$ cat config.mk
export PLATFORM = sky130hd
export DESIGN_NAME = scope_capture_ctl
export DESIGN_NICKNAME = d
export VERILOG_FILES = /design/src/rtl/scope_capture_ctl.sv
export SDC_FILE = /design/constraint.sdc
export NUM_CORES = 1
export LEC_CHECK = 0
export CAP_MARGIN = 20
export CORE_ASPECT_RATIO = 1.75
export CORE_MARGIN = 4
export CORE_UTILIZATION = 50
export CTS_CLUSTER_SIZE = 25
export DETAILED_ROUTE_END_ITERATION = 10
export GPL_TIMING_DRIVEN = 0
export PLACE_DENSITY = 0.75
export SLEW_MARGIN = 5
export SYNTH_ARGS = -nofsm -noshare
export SYNTH_HDL_FRONTEND = slang
export SYNTH_SLANG_ARGS = --single-unit
export TNS_END_PERCENT = 1
$ cat constraint.sdc
create_clock -name clk -period 6.4 [get_ports clk]
set_clock_uncertainty 0.15 [all_clocks]
set_input_delay 0.64 -clock clk [delete_from_list [all_inputs] [get_ports clk]]
set_output_delay 0.64 -clock clk [all_outputs]
set_load 0.02 [all_outputs]
$ cat src/rtl/scope_capture_ctl.sv
`default_nettype none
// ============================================================================
// Module   : scope_capture_ctl
// Purpose  : Capture sequencer for the oscilloscope sample buffer.
//            IDLE -> PRE (pretrigger fill) -> WAIT (trigger search) ->
//            POST (posttrigger fill) -> DONE. Drives the write strobe and the
//            wrapping write address of a 2^AW-deep circular ADC buffer and
//            reports the address holding the trigger sample.
// Revision : 1.0 - initial release
// ----------------------------------------------------------------------------
// Ports
//   clk            ADC-domain clock
//   reset          asynchronous, active-high reset
//   i_arm          start-capture pulse (ignored while a capture is running)
//   i_abort        cancel-capture pulse (wins over i_arm)
//   i_sample_en    one ADC sample is presented this cycle
//   i_trig_in      trigger source
//   i_trig_edge    1: rising-edge trigger, 0: level-high trigger
//   i_auto_en      enable forced trigger after timeout
//   i_auto_timeout WAIT-state samples before forced trigger
//   i_pretrig      samples kept before the trigger sample (0..N-1)
//   o_wr_en        buffer write strobe (registered)
//   o_wr_addr      buffer write address, valid with o_wr_en
//   o_trig_addr    address holding the trigger sample
//   o_trig_forced  last trigger came from the auto timeout
//   o_done         record complete, buffer stable
//   o_state        IDLE=0 PRE=1 WAIT=2 POST=3 DONE=4
// ============================================================================
module scope_capture_ctl #(
  parameter int AW     = 13,
  parameter int AUTO_W = 24
) (
  input  logic              clk,
  input  logic              reset,
  input  logic              i_arm,
  input  logic              i_abort,
  input  logic              i_sample_en,
  input  logic              i_trig_in,
  input  logic              i_trig_edge,
  input  logic              i_auto_en,
  input  logic [AUTO_W-1:0] i_auto_timeout,
  input  logic [AW-1:0]     i_pretrig,
  output logic              o_wr_en,
  output logic [AW-1:0]     o_wr_addr,
  output logic [AW-1:0]     o_trig_addr,
  output logic              o_trig_forced,
  output logic              o_done,
  output logic [2:0]        o_state
);

  typedef enum logic [2:0] {
    ST_IDLE = 3'd0,
    ST_PRE  = 3'd1,
    ST_WAIT = 3'd2,
    ST_POST = 3'd3,
    ST_DONE = 3'd4
  } state_t;

  localparam logic [AW-1:0]     c_one      = AW'(1);
  localparam logic [AUTO_W-1:0] c_auto_one = AUTO_W'(1);

  // Registered state
  state_t              r_state;
  logic [AW-1:0]       r_ptr;         // next buffer address to write
  logic [AW-1:0]       r_cnt;         // remaining PRE or POST samples
  logic [AUTO_W-1:0]   r_auto_cnt;    // samples seen in WAIT
  logic                r_trig_prev;   // trig_in of the previous sample
  logic                r_wr_en;
  logic [AW-1:0]       r_wr_addr;
  logic [AW-1:0]       r_trig_addr;
  logic                r_trig_forced;
  logic                r_done;
  // Configuration captured at arm, held for the whole record
  logic [AW-1:0]       r_pretrig;
  logic                r_edge;
  logic                r_auto_en;
  logic [AUTO_W-1:0]   r_auto_to;

  // Next-state values
  state_t              w_state_nxt;
  logic [AW-1:0]       w_ptr_nxt;
  logic [AW-1:0]       w_cnt_nxt;
  logic [AUTO_W-1:0]   w_auto_nxt;
  logic                w_prev_nxt;
  logic                w_wr_en_nxt;
  logic [AW-1:0]       w_wr_addr_nxt;
  logic [AW-1:0]       w_trig_addr_nxt;
  logic                w_forced_nxt;
  logic                w_done_nxt;
  logic [AW-1:0]       w_pretrig_nxt;
  logic                w_edge_nxt;
  logic                w_auto_en_nxt;
  logic [AUTO_W-1:0]   w_auto_to_nxt;

  logic                w_active;
  logic                w_event;
  logic                w_auto_fire;
  logic [AW-1:0]       w_post_len;

  assign w_active    = (r_state == ST_PRE) || (r_state == ST_WAIT) || (r_state == ST_POST);
  // In edge mode a sample qualifies only if the previous sample was low.
  assign w_event     = i_sample_en & i_trig_in & (~r_edge | ~r_trig_prev);
  assign w_auto_fire = r_auto_en & (r_auto_cnt == r_auto_to);
  // N-1-pretrig in AW bits is simply the bitwise complement of pretrig.
  assign w_post_len  = ~r_pretrig;
  assign w_prev_nxt  = i_sample_en ? i_trig_in : r_trig_prev;
  assign w_done_nxt  = (w_state_nxt == ST_DONE);

  always_comb begin
    w_state_nxt     = r_state;
    w_ptr_nxt       = r_ptr;
    w_cnt_nxt       = r_cnt;
    w_auto_nxt      = r_auto_cnt;
    w_wr_en_nxt     = 1'b0;
    w_wr_addr_nxt   = r_wr_addr;
    w_trig_addr_nxt = r_trig_addr;
    w_forced_nxt    = r_trig_forced;
    w_pretrig_nxt   = r_pretrig;
    w_edge_nxt      = r_edge;
    w_auto_en_nxt   = r_auto_en;
    w_auto_to_nxt   = r_auto_to;

    if (i_abort) begin
      // Abort freezes everything else and drops any write from this cycle.
      w_state_nxt = ST_IDLE;
    end else begin
      if (w_active && i_sample_en) begin
        w_wr_en_nxt   = 1'b1;
        w_wr_addr_nxt = r_ptr;
        w_ptr_nxt     = r_ptr + c_one;
      end

      case (r_state)
        ST_IDLE, ST_DONE: begin
          if (i_arm) begin
            w_ptr_nxt     = '0;
            w_cnt_nxt     = i_pretrig;
            w_auto_nxt    = '0;
            w_forced_nxt  = 1'b0;
            w_pretrig_nxt = i_pretrig;
            w_edge_nxt    = i_trig_edge;
            w_auto_en_nxt = i_auto_en;
            w_auto_to_nxt = i_auto_timeout;
            w_state_nxt   = (i_pretrig == '0) ? ST_WAIT : ST_PRE;
          end
        end
        ST_PRE: begin
          if (i_sample_en) begin
            w_cnt_nxt = r_cnt - c_one;
            if (r_cnt == c_one) begin
              w_state_nxt = ST_WAIT;
            end
          end
        end
        ST_WAIT: begin
          if (i_sample_en) begin
            if (w_event || w_auto_fire) begin
              w_trig_addr_nxt = r_ptr;
              w_forced_nxt    = ~w_event;
              w_cnt_nxt       = w_post_len;
              w_state_nxt     = (w_post_len == '0) ? ST_DONE : ST_POST;
            end else if (r_auto_en) begin
              // Only counts while auto is enabled, so it stops at the timeout.
              w_auto_nxt = r_auto_cnt + c_auto_one;
            end
          end
        end
        ST_POST: begin
          if (i_sample_en) begin
            w_cnt_nxt = r_cnt - c_one;
            if (r_cnt == c_one) begin
              w_state_nxt = ST_DONE;
            end
          end
        end
        default: begin
          w_state_nxt = ST_IDLE;
        end
      endcase
    end
  end

  always_ff @(posedge clk or posedge reset) begin
    if (reset) begin
      r_state       <= ST_IDLE;
      r_ptr         <= '0;
      r_cnt         <= '0;
      r_auto_cnt    <= '0;
      r_trig_prev   <= 1'b0;
      r_wr_en       <= 1'b0;
      r_wr_addr     <= '0;
      r_trig_addr   <= '0;
      r_trig_forced <= 1'b0;
      r_done        <= 1'b0;
      r_pretrig     <= '0;
      r_edge        <= 1'b0;
      r_auto_en     <= 1'b0;
      r_auto_to     <= '0;
    end else begin
      r_state       <= w_state_nxt;
      r_ptr         <= w_ptr_nxt;
      r_cnt         <= w_cnt_nxt;
      r_auto_cnt    <= w_auto_nxt;
      r_trig_prev   <= w_prev_nxt;
      r_wr_en       <= w_wr_en_nxt;
      r_wr_addr     <= w_wr_addr_nxt;
      r_trig_addr   <= w_trig_addr_nxt;
      r_trig_forced <= w_forced_nxt;
      r_done        <= w_done_nxt;
      r_pretrig     <= w_pretrig_nxt;
      r_edge        <= w_edge_nxt;
      r_auto_en     <= w_auto_en_nxt;
      r_auto_to     <= w_auto_to_nxt;
    end
  end

  assign o_wr_en       = r_wr_en;
  assign o_wr_addr     = r_wr_addr;
  assign o_trig_addr   = r_trig_addr;
  assign o_trig_forced = r_trig_forced;
  assign o_done        = r_done;
  assign o_state       = r_state;

endmodule
`default_nettype wire

Yosys cells after proc, flatten, opt, wreduce, memory -nomap -nowiden
Index checks and enable logic that the tools add are counted.

$add $sub $neg: 3. Eq/ne operators: 13. Muxes and demuxes: 30. Reduce and logical (&&, ||, !) cells: 17. Bitwise gates (word level): 9.

Operators by type and width (number): $mux 24 (4); $mux 13 (7); $pmux 24 s2 (1); $pmux 13 s3 (1); $mux 3 (9); $logic_not 13->1 (2); $add 24x1->24 const B (1); $eq 24x24->1 (1); $add 13x1->13 const B (1); $eq 13x1->1 const B (1); $not 13->13 (1); $sub 13x1->13 const B (1); $pmux 3 s4 (1); $reduce_and 6->1 (2); $ne 2x2->1 const B (4); $eq 3x2->1 const B (2); $eq 3x3->1 const B (2); $mux 1 (5); $reduce_and 5->1 (1); $ne 2x1->1 const B (2); $not 1->1 (4); $reduce_and 4->1 (1); $reduce_or 2->1 (2); $and 1x1->1 (3); other kinds (11) (13).

Bits in registers: 122. Word-level logic and storage cells: 86. Output and inout port bits: 32.

Longest topological paths before layout
Gate-level depths: netlist of the first run.

Depth in word-level cells: 9. Depth in mapped cells: 10. Depth with buffers taken out: 8.

Worst setup path after synthesis of the first run
Ideal clock, no wire load.

Kind: input to register. Start point: input port i_sample_en. End point: register r_ptr[10]. Setup time: 0.078 ns. Path buffers: 1. Data arrival time: 2.182 ns. Setup slack: 3.990 ns. Stages: 6. Required time: 6.172 ns. Path through: buf_2 -> nand4bb_1 -> nor4b_1 -> nand4_1 -> or3_1 -> a21oi_1.

Cells in the longest elaborated chain, start to end: 4.

RTL lines: start: declaration (RTL line 37) `input logic i_sample_en,`; $logic_and 1x1->1 (*) (RTL line 127) `if (w_active && i_sample_en) begin`; $mux 13 (*) (RTL line 127); $mux 13 (RTL line 135) `if (i_arm) begin`; $mux 13 (*) (RTL line 133) `case (r_state)`; end signal: assignment (RTL line 201) `r_ptr <= w_ptr_nxt;`; end: declaration (RTL line 64) `logic [AW-1:0] r_ptr;`.

Mark *: on every way between the ends. The rest lies on a longest branch, timed or not. A chain may end at the register's enable or synchronous reset.

Worst setup path in the final report of the first run
Start point: register r_auto_cnt[4]. End point: register r_auto_cnt[1].

Cells in the longest elaborated chain, start to end: 5.

RTL lines: start: declaration (RTL line 66) `logic [AUTO_W-1:0] r_auto_cnt;`; start signal: assignment (RTL line 203) `r_auto_cnt <= w_auto_nxt;`; $eq 24x24->1 (RTL line 103) `assign w_auto_fire = r_auto_en & (r_auto_cnt == r_auto_to);`; $and 1x1->1 (RTL line 103); $logic_or 1x1->1 (RTL line 157) `if (w_event || w_auto_fire) begin`; $ne 2x2->1 (no line); $reduce_and 6->1 (no line).

No other way between the ends.

==> run metrics, run 1 <==
Hold Crit Class=register to register; Area Growth Syn to Fin=25.0%; dominant cell type by area after synthesis=dfrtp_1; most frequent cell after synthesis=nand2_1; number of synthesized flops with an enable pin=0; CTS Buffer Depth=2; clock slew at reported path FFs=0.06 ns; Synth Area in Adders=0.805%; Final Cycle Share=49.4%; Setup Viol. Count Final=0; sequential share of the synthesized area=49.1%; Avg Cell Area, Syn=9.50 um2; RSZ-0062 raised after global routing=false; R2R setup slack=3.24 ns; placed insts=896; core area=12100 um2; die area=14300 um2; # nets final=799; Synth Instances=654; CTS tree=yes; worst slew pin tran=0.837 ns; Crit Path Max Fanout=10; DRT antenna net count=0; die width=92.3 um; post-synthesis simple-gate area fraction=23.5%; Comb pwr share=15.5%; number of synthesis warnings=0; net count after synthesis=703; Compound-Gate Fraction of Synth Area=11.8%; worst hold path startpoint=r_edge; Leak=3.49 nW; M2 GR Usage=42.7%; Net Sw Frac=28.6%; final std cells w/o fill=927; FF-to-FF path depth=8; drt drc=0; Worst R2R End=r_auto_cnt[1]; Crit Path Category=register to register; WL final=16.5 mm; critical path's slowest cell=nor4_1; hold buffers post-CTS=0; most numerous cell on the critical path=nand3_1; pin count of the biggest net entering global routing=75; Max-Cap Viols=0; drt pass-1 iters=4; gr ovfl total=0; Post-Place Worst Slack=2.94 ns; num rows=53; Synth cell types=59; crit-path cells=xor2_1 -> nor4_1 -> nand3_1 -> o211ai_2 -> buf_2 -> buf_4 -> nand3_1 -> o31ai_1; total number of vias=5279; io pins=77; largest cells by area after synthesis=dfrtp_1, nand2_1, xnor2_1; Min-Delay Endpoint=r_edge; Num Clock Sinks=122; Main synth FF type=dfrtp_1; Routed wire per std cell=17.8 um; layout cell share with drive strength beyond 1=10.4%; H-tree depth reported by CTS=4; Root Driver=clkbuf_16; largest family of logic cells by synthesized area=simple AND/OR/NAND/NOR gates; Critical Path Source Type=register; fin. max-slew vios=0; gr usage total=23.7%; P_sw=0.628 mW; Setup Buffers After CTS=0; grt peak-use layer=met2; top cell type's share of synthesized area=49.1%; max frequency=316 MHz; Yosys reg bits=122; share of power burned in registers=43.4%; Filler cells=1042; status=finished, final reports clean; antenna violations before repair=0; Hold Slack=0.342 ns; Mapped Area=6220 um2; worst flop-to-flop path startpoint=r_auto_cnt[4]; worst path required time=6.57 ns; Die H=155 um; number of DRC markers in iteration 0=257; Worst setup EP type=register; Clk pwr share=41.0%; mux cell area share after synthesis=6.26%; Synth Area in XOR/XNOR=5.21%; Setup TNS=0 ns; # diodes=0; grt met3 use=5.08%; Peak VDD IR=0.199 mV; min cycle time layout=3.16 ns; CTS buffer count=17; CTS resizes=0; PnR worst setup slack=3.24 ns; synth cell count leaders=nand2_1, dfrtp_1, nor2_1, a21oi_1; met1 Use GR=25.8%; I/O Buffers=76; Post-DP Area=7220 um2; Power per Cell Area=283 nW/um2; Int Power=1.57 mW; Initial Util=51.5%; Final Hold Fails=0; first-pass GRT wire length=26.4 mm; CP peak stage delay=0.67 ns; detailed-route vias per instance=5.69; Rel. slew slack=43.7%; Final Cell Area=7770 um2; vias in the first global route=5284; Critical Path AT=3.33 ns; ys async rst share=100%; HPWL Detailed=12.2 mm; Worst-Skew Late Latency=0.42 ns; Hold Crit Depth=2; placer's final routability congestion estimate=0.961
==> worst max-delay path by stage <==
| stage | startpoint | to | cells after the start |
|---|---|---|---|
| 2_1_floorplan | reset | o_done | 1 |
| 3_3_place_gp | reset | r_auto_to[7] | 2 |
| 3_5_place_dp | i_arm | r_auto_cnt[17] | 8 |
| 4_1_cts | r_auto_cnt[4] | r_auto_cnt[1] | 8 |
| 5_1_grt | r_auto_cnt[4] | r_auto_cnt[8] | 8 |
| 6_report | r_auto_cnt[4] | r_auto_cnt[1] | 8 |
==> through the flow <==
stage	total power [mW]	utilization, %
3_3_place_gp	1.29	59.5
5_1_grt	2.29	64.4
4_1_cts	2.20	64.4
2_1_floorplan	1.17	-
6_report	2.20	64.4
3_5_place_dp	1.31	59.8
==> power by group through the flow <==
| stage | clock, mW | sequential, mW | combinational (mW) |
|---|---|---|---|
| floorplan | 0 | 0.948 | 0.220 |
| global placement | 0 | 0.963 | 0.329 |
| detailed placement | 0 | 0.965 | 0.342 |
| CTS | 0.908 | 0.953 | 0.344 |
| global route | 0.945 | 0.966 | 0.379 |
| finish | 0.900 | 0.954 | 0.341 |
==> flip-flops by register name, indices dropped and copies added (netlist names) <==
signal         cells
r_auto_to         24
o_wr_addr         13
r_ptr             13
o_trig_forced      1
r_pretrig         13
r_edge             1
r_trig_prev        1
r_auto_en          1
o_state            3
o_trig_addr       13
o_done             1
r_auto_cnt        24
r_cnt             13
o_wr_en            1
==> cells by family after synthesis <==
| group | Yosys count |
|---|---|
| AO/OA/AOI/OAI | 107 |
| adder cells (fa/ha/maj) | 4 |
| buffers and inverters | 47 |
| AND/OR/NAND/NOR | 305 |
| XOR/XNOR | 37 |
| multiplexers | 32 |
| flip-flops | 122 |
==> worst max-delay path: cells and delay by family, from the launching register on <==
kind | cells | cell delay (ns)
AOI/OAI and AO/OA | 2 | 0.55
xor gates and xnor gates | 1 | 0.18
buffers and inverters | 2 | 0.52
DFF | 1 | 0.44
and+or+nand+nor | 3 | 1.21
==> routing by layer <==
layer | part of all wire (%) | vias to the layer above
met1 | 37 | 2544
met4 | 3.8 | 0
met5 | 0 | -
met3 | 5.0 | 36
met2 | 54 | 192
li1 | - | 2507
==> layout by cell type, fill, tap and decap left out, types with 6 or more instances in the layout <==
cell             Yosys  routed
a21oi_1             32      32
a31oi_1              9       9
and3_1               7       7
clkbuf_1            22      23
clkbuf_16            0      17
clkdlybuf4s50_1      0      76
clkinvlp_4           0       6
dfrtp_1            122     122
inv_1               12      11
mux2_2              15      15
mux2_4              10      10
mux2i_1              7       7
nand2_1            157     157
nand2b_1             6       6
nand3_1             22      22
nand4_1             14      14
nor2_1              33      33
nor3_1              11      11
nor4_1               8       8
o211ai_1             9       9
o21ai_0             11      11
o22ai_1              9       9
or3_1                7       7
or4_1               15      15
xnor2_1             21      21
xor2_1              16      16
==> layout make-up <==
| class | instances | area (um2) | area share [%] |
|---|---|---|---|
| clock inverters | 11 | 98.8 | 1.27 |
| plain buffers | 34 | 159 | 2.04 |
| well taps | 165 | 206 | 2.66 |
| clock buffers | 20 | 457 | 5.88 |
| multi-input cells | 485 | 2960 | 38.0 |
| repair buffers | 77 | 788 | 10.1 |
| inverters | 13 | 53.8 | 0.692 |
| flip-flops and latches | 122 | 3050 | 39.3 |
Power figures use the tool's default switching activity.
==> run 2: changes to the inputs <==
PLACE_DENSITY = 0.78   (was 0.75)
clock period = 2.8 ns   (was 6.4 ns; I/O delays follow)
==> run 2 against run 1 <==
  * Worst hold slack lost 0.27 ns
  * Core utilization grew 1.6 points
  * Total power grew 140%
  * Maximum frequency grew 17%
  * First-iteration DRC count grew 46%
  * Clock-buffer cell count shrank 2
  * Sequential cell count is the same
  * Critical path depth is the same
  * Via count grew 4.5%
  * Combinational power grew 140%
  * Cell count grew 0.22%
  * Register-to-register slack lost 3.1 ns
==> run metrics, run 2 (synthesis gave the netlist of run 1 again) <==
pin count of the biggest net entering global routing=44 (was 75); biggest regs=r_auto_cnt x24, r_auto_to x24 (unchanged); H-tree depth reported by CTS=4 (unchanged); RSZ-0062 raised after global routing=false (unchanged); vias in the first global route=5738 (was 5284); worst path required time=2.94 ns (was 6.57 ns); Setup Viol. Count Final=0 (unchanged); first-pass GRT wire length=28.1 mm (was 26.4 mm); Hold Slack=0.0753 ns (was 0.342 ns); Routed wire per std cell=18.6 um (was 17.8 um); antenna violations before repair=0 (unchanged); hold buffers post-CTS=0 (unchanged); gr usage total=25.0% (was 23.7%); max frequency=370 MHz (was 316 MHz); layout cell share with drive strength beyond 1=12.7% (was 10.4%); Filler cells=995 (was 1042); Post-DP Area=7250 um2 (was 7220 um2); number of DRC markers in iteration 0=375 (was 257); detailed-route vias per instance=5.94 (was 5.69); min cycle time layout=2.70 ns (was 3.16 ns); drt pass-1 iters=5 (was 4); Root Driver=clkbuf_16 (unchanged); Area Growth Syn to Fin=28.2% (was 25.0%); critical path's slowest cell=or4_1 (was nor4_1); gr ovfl total=0 (unchanged); Worst-Skew Late Latency=0.42 ns (about the same); DRT antenna net count=0 (unchanged); Crit Path Max Fanout=10 (unchanged); io pins=77 (unchanged); Buffers & Inverters on Critical Path=2 (unchanged); Worst setup EP type=register (unchanged); Critical Path AT=2.84 ns (was 3.33 ns); Final Cycle Share=96.6% (was 49.4%); total power=5.36 mW (was 2.20 mW); Rel. slew slack=52.1% (was 43.7%); Crit Path Category=register to register (unchanged); Die H=155 um (unchanged); crit-path cells=xnor2_2 -> nand4_1 -> or4_1 -> buf_4 -> o211ai_4 -> clkbuf_1 -> or4b_2 -> nand2_1 (was xor2_1 -> nor4_1 -> nand3_1 -> o211ai_2 -> buf_2 -> buf_4 -> nand3_1 -> o31ai_1); Num Clock Sinks=122 (unchanged); placer's final routability congestion estimate=0.945 (was 0.961); Peak VDD IR=0.495 mV (was 0.199 mV); die width=92.3 um (unchanged); status=finished, final reports clean (unchanged); WL final=17.3 mm (was 16.5 mm); Final Hold Fails=0 (unchanged); CTS Buffer Depth=2 (unchanged); Max-Cap Viols=0 (unchanged); num rows=53 (unchanged); drt drc=0 (unchanged); CP peak stage delay=0.51 ns (was 0.67 ns); Setup Buffers After CTS=0 (unchanged); fin. max-slew vios=0 (unchanged); Final Cell Area=7970 um2 (was 7770 um2); Initial Util=51.5% (unchanged); # nets final=801 (was 799); commonest non-fill, non-tap cell in the layout=nand2_1 (unchanged); clock slew at reported path FFs=0.06 ns (about the same); worst slew pin tran=0.713 ns (was 0.837 ns); I/O Buffers=76 (unchanged); HPWL Detailed=12.4 mm (was 12.2 mm); Worst path top cell family by delay=simple AND/OR/NAND/NOR gates (unchanged); Critical Path Source Type=register (unchanged); die area=14300 um2 (unchanged); Setup TNS=0 ns (unchanged); Power per Cell Area=673 nW/um2 (was 283 nW/um2); # diodes=0 (unchanged); Leak=3.58 nW (was 3.49 nW); most frequent cells in the layout=nand2_1, dfrtp_1, clkdlybuf4s50_1, nor2_1, a21oi_1 (unchanged); CTS buffer count=17 (unchanged); core area=12100 um2 (unchanged); Hold Crit Class=primary input to async pin (was register to register); total number of vias=5519 (was 5279); CTS tree=yes (unchanged)
## run 2: cell types whose count changed in the layout (fill, tap and decap cells not counted), sizes merged
cell      previous run  this run
inv                 12        13
bufinv               1         4
clkinvlp             6         5
buf                 13        15
clkinv               5         4
clkbuf              42        40
## run 2: worst paths after layout
kind | from | to | slack, ns | depth (start not counted)
setup / recovery | r_auto_cnt[17] | r_auto_cnt[20] | 0.1 | 8
hold / removal | reset | r_cnt[11] | 0.08 | 2
setup reg to reg | r_auto_cnt[17] | r_auto_cnt[20] | 0.1 | 8
hold reg to reg | r_auto_to[13] | r_auto_to[13] | 0.34 | 2
max in group asynchronous | reset | r_auto_cnt[15] | 1.65 | 4
min in group clk | i_auto_timeout[12] | r_auto_to[12] | 0.24 | 3
## run 2: what timing repair did
item | 4_1_cts | 5_1_grt
gates cloned | 0 | 0
endpoints found under the setup margin | 48 | 82
pin swaps | 0 | 5
resized for setup | 4 | 17
## run 2: power breakdown
group / switching, mW / internal, mW
Sequential: 0.202 / 1.98
Combinational: 0.466 / 0.364
Clock: 0.833 / 1.52
## run 2: through the flow
step | utilization (%) | setup slack, ns | instances
after floorplan | - | 0.397 | 654
after global placement | 59.5 | -0.266 | 895
after detailed placement | 60.0 | -0.310 | 898
after CTS | 65.5 | 0.0108 | 929
after global routing | 66.0 | 0.00952 | 929
final | 66.0 | 0.0950 | 929
## run 2: cell type report
class	instances	area, um2	area share [%]
timing repair buffer	79	821	10.3
clock inverter	13	194	2.43
inverter	13	52.6	0.659
tap	165	206	2.59
sequential	122	3060	38.4
clock buffer	18	439	5.51
buffer	34	165	2.07
multi-input combinational	485	3030	38.0
## run 2: routing by layer
| layer | vias up | global-route usage (%) | part of all wire, % |
|---|---|---|---|
| met5 | - | 0 | 0 |
| met4 | 0 | 16.2 | 5.4 |
| met3 | 72 | 5.76 | 6.3 |
| met2 | 283 | 43.7 | 53 |
| met1 | 2645 | 26.9 | 36 |
| li1 | 2519 | - | - |
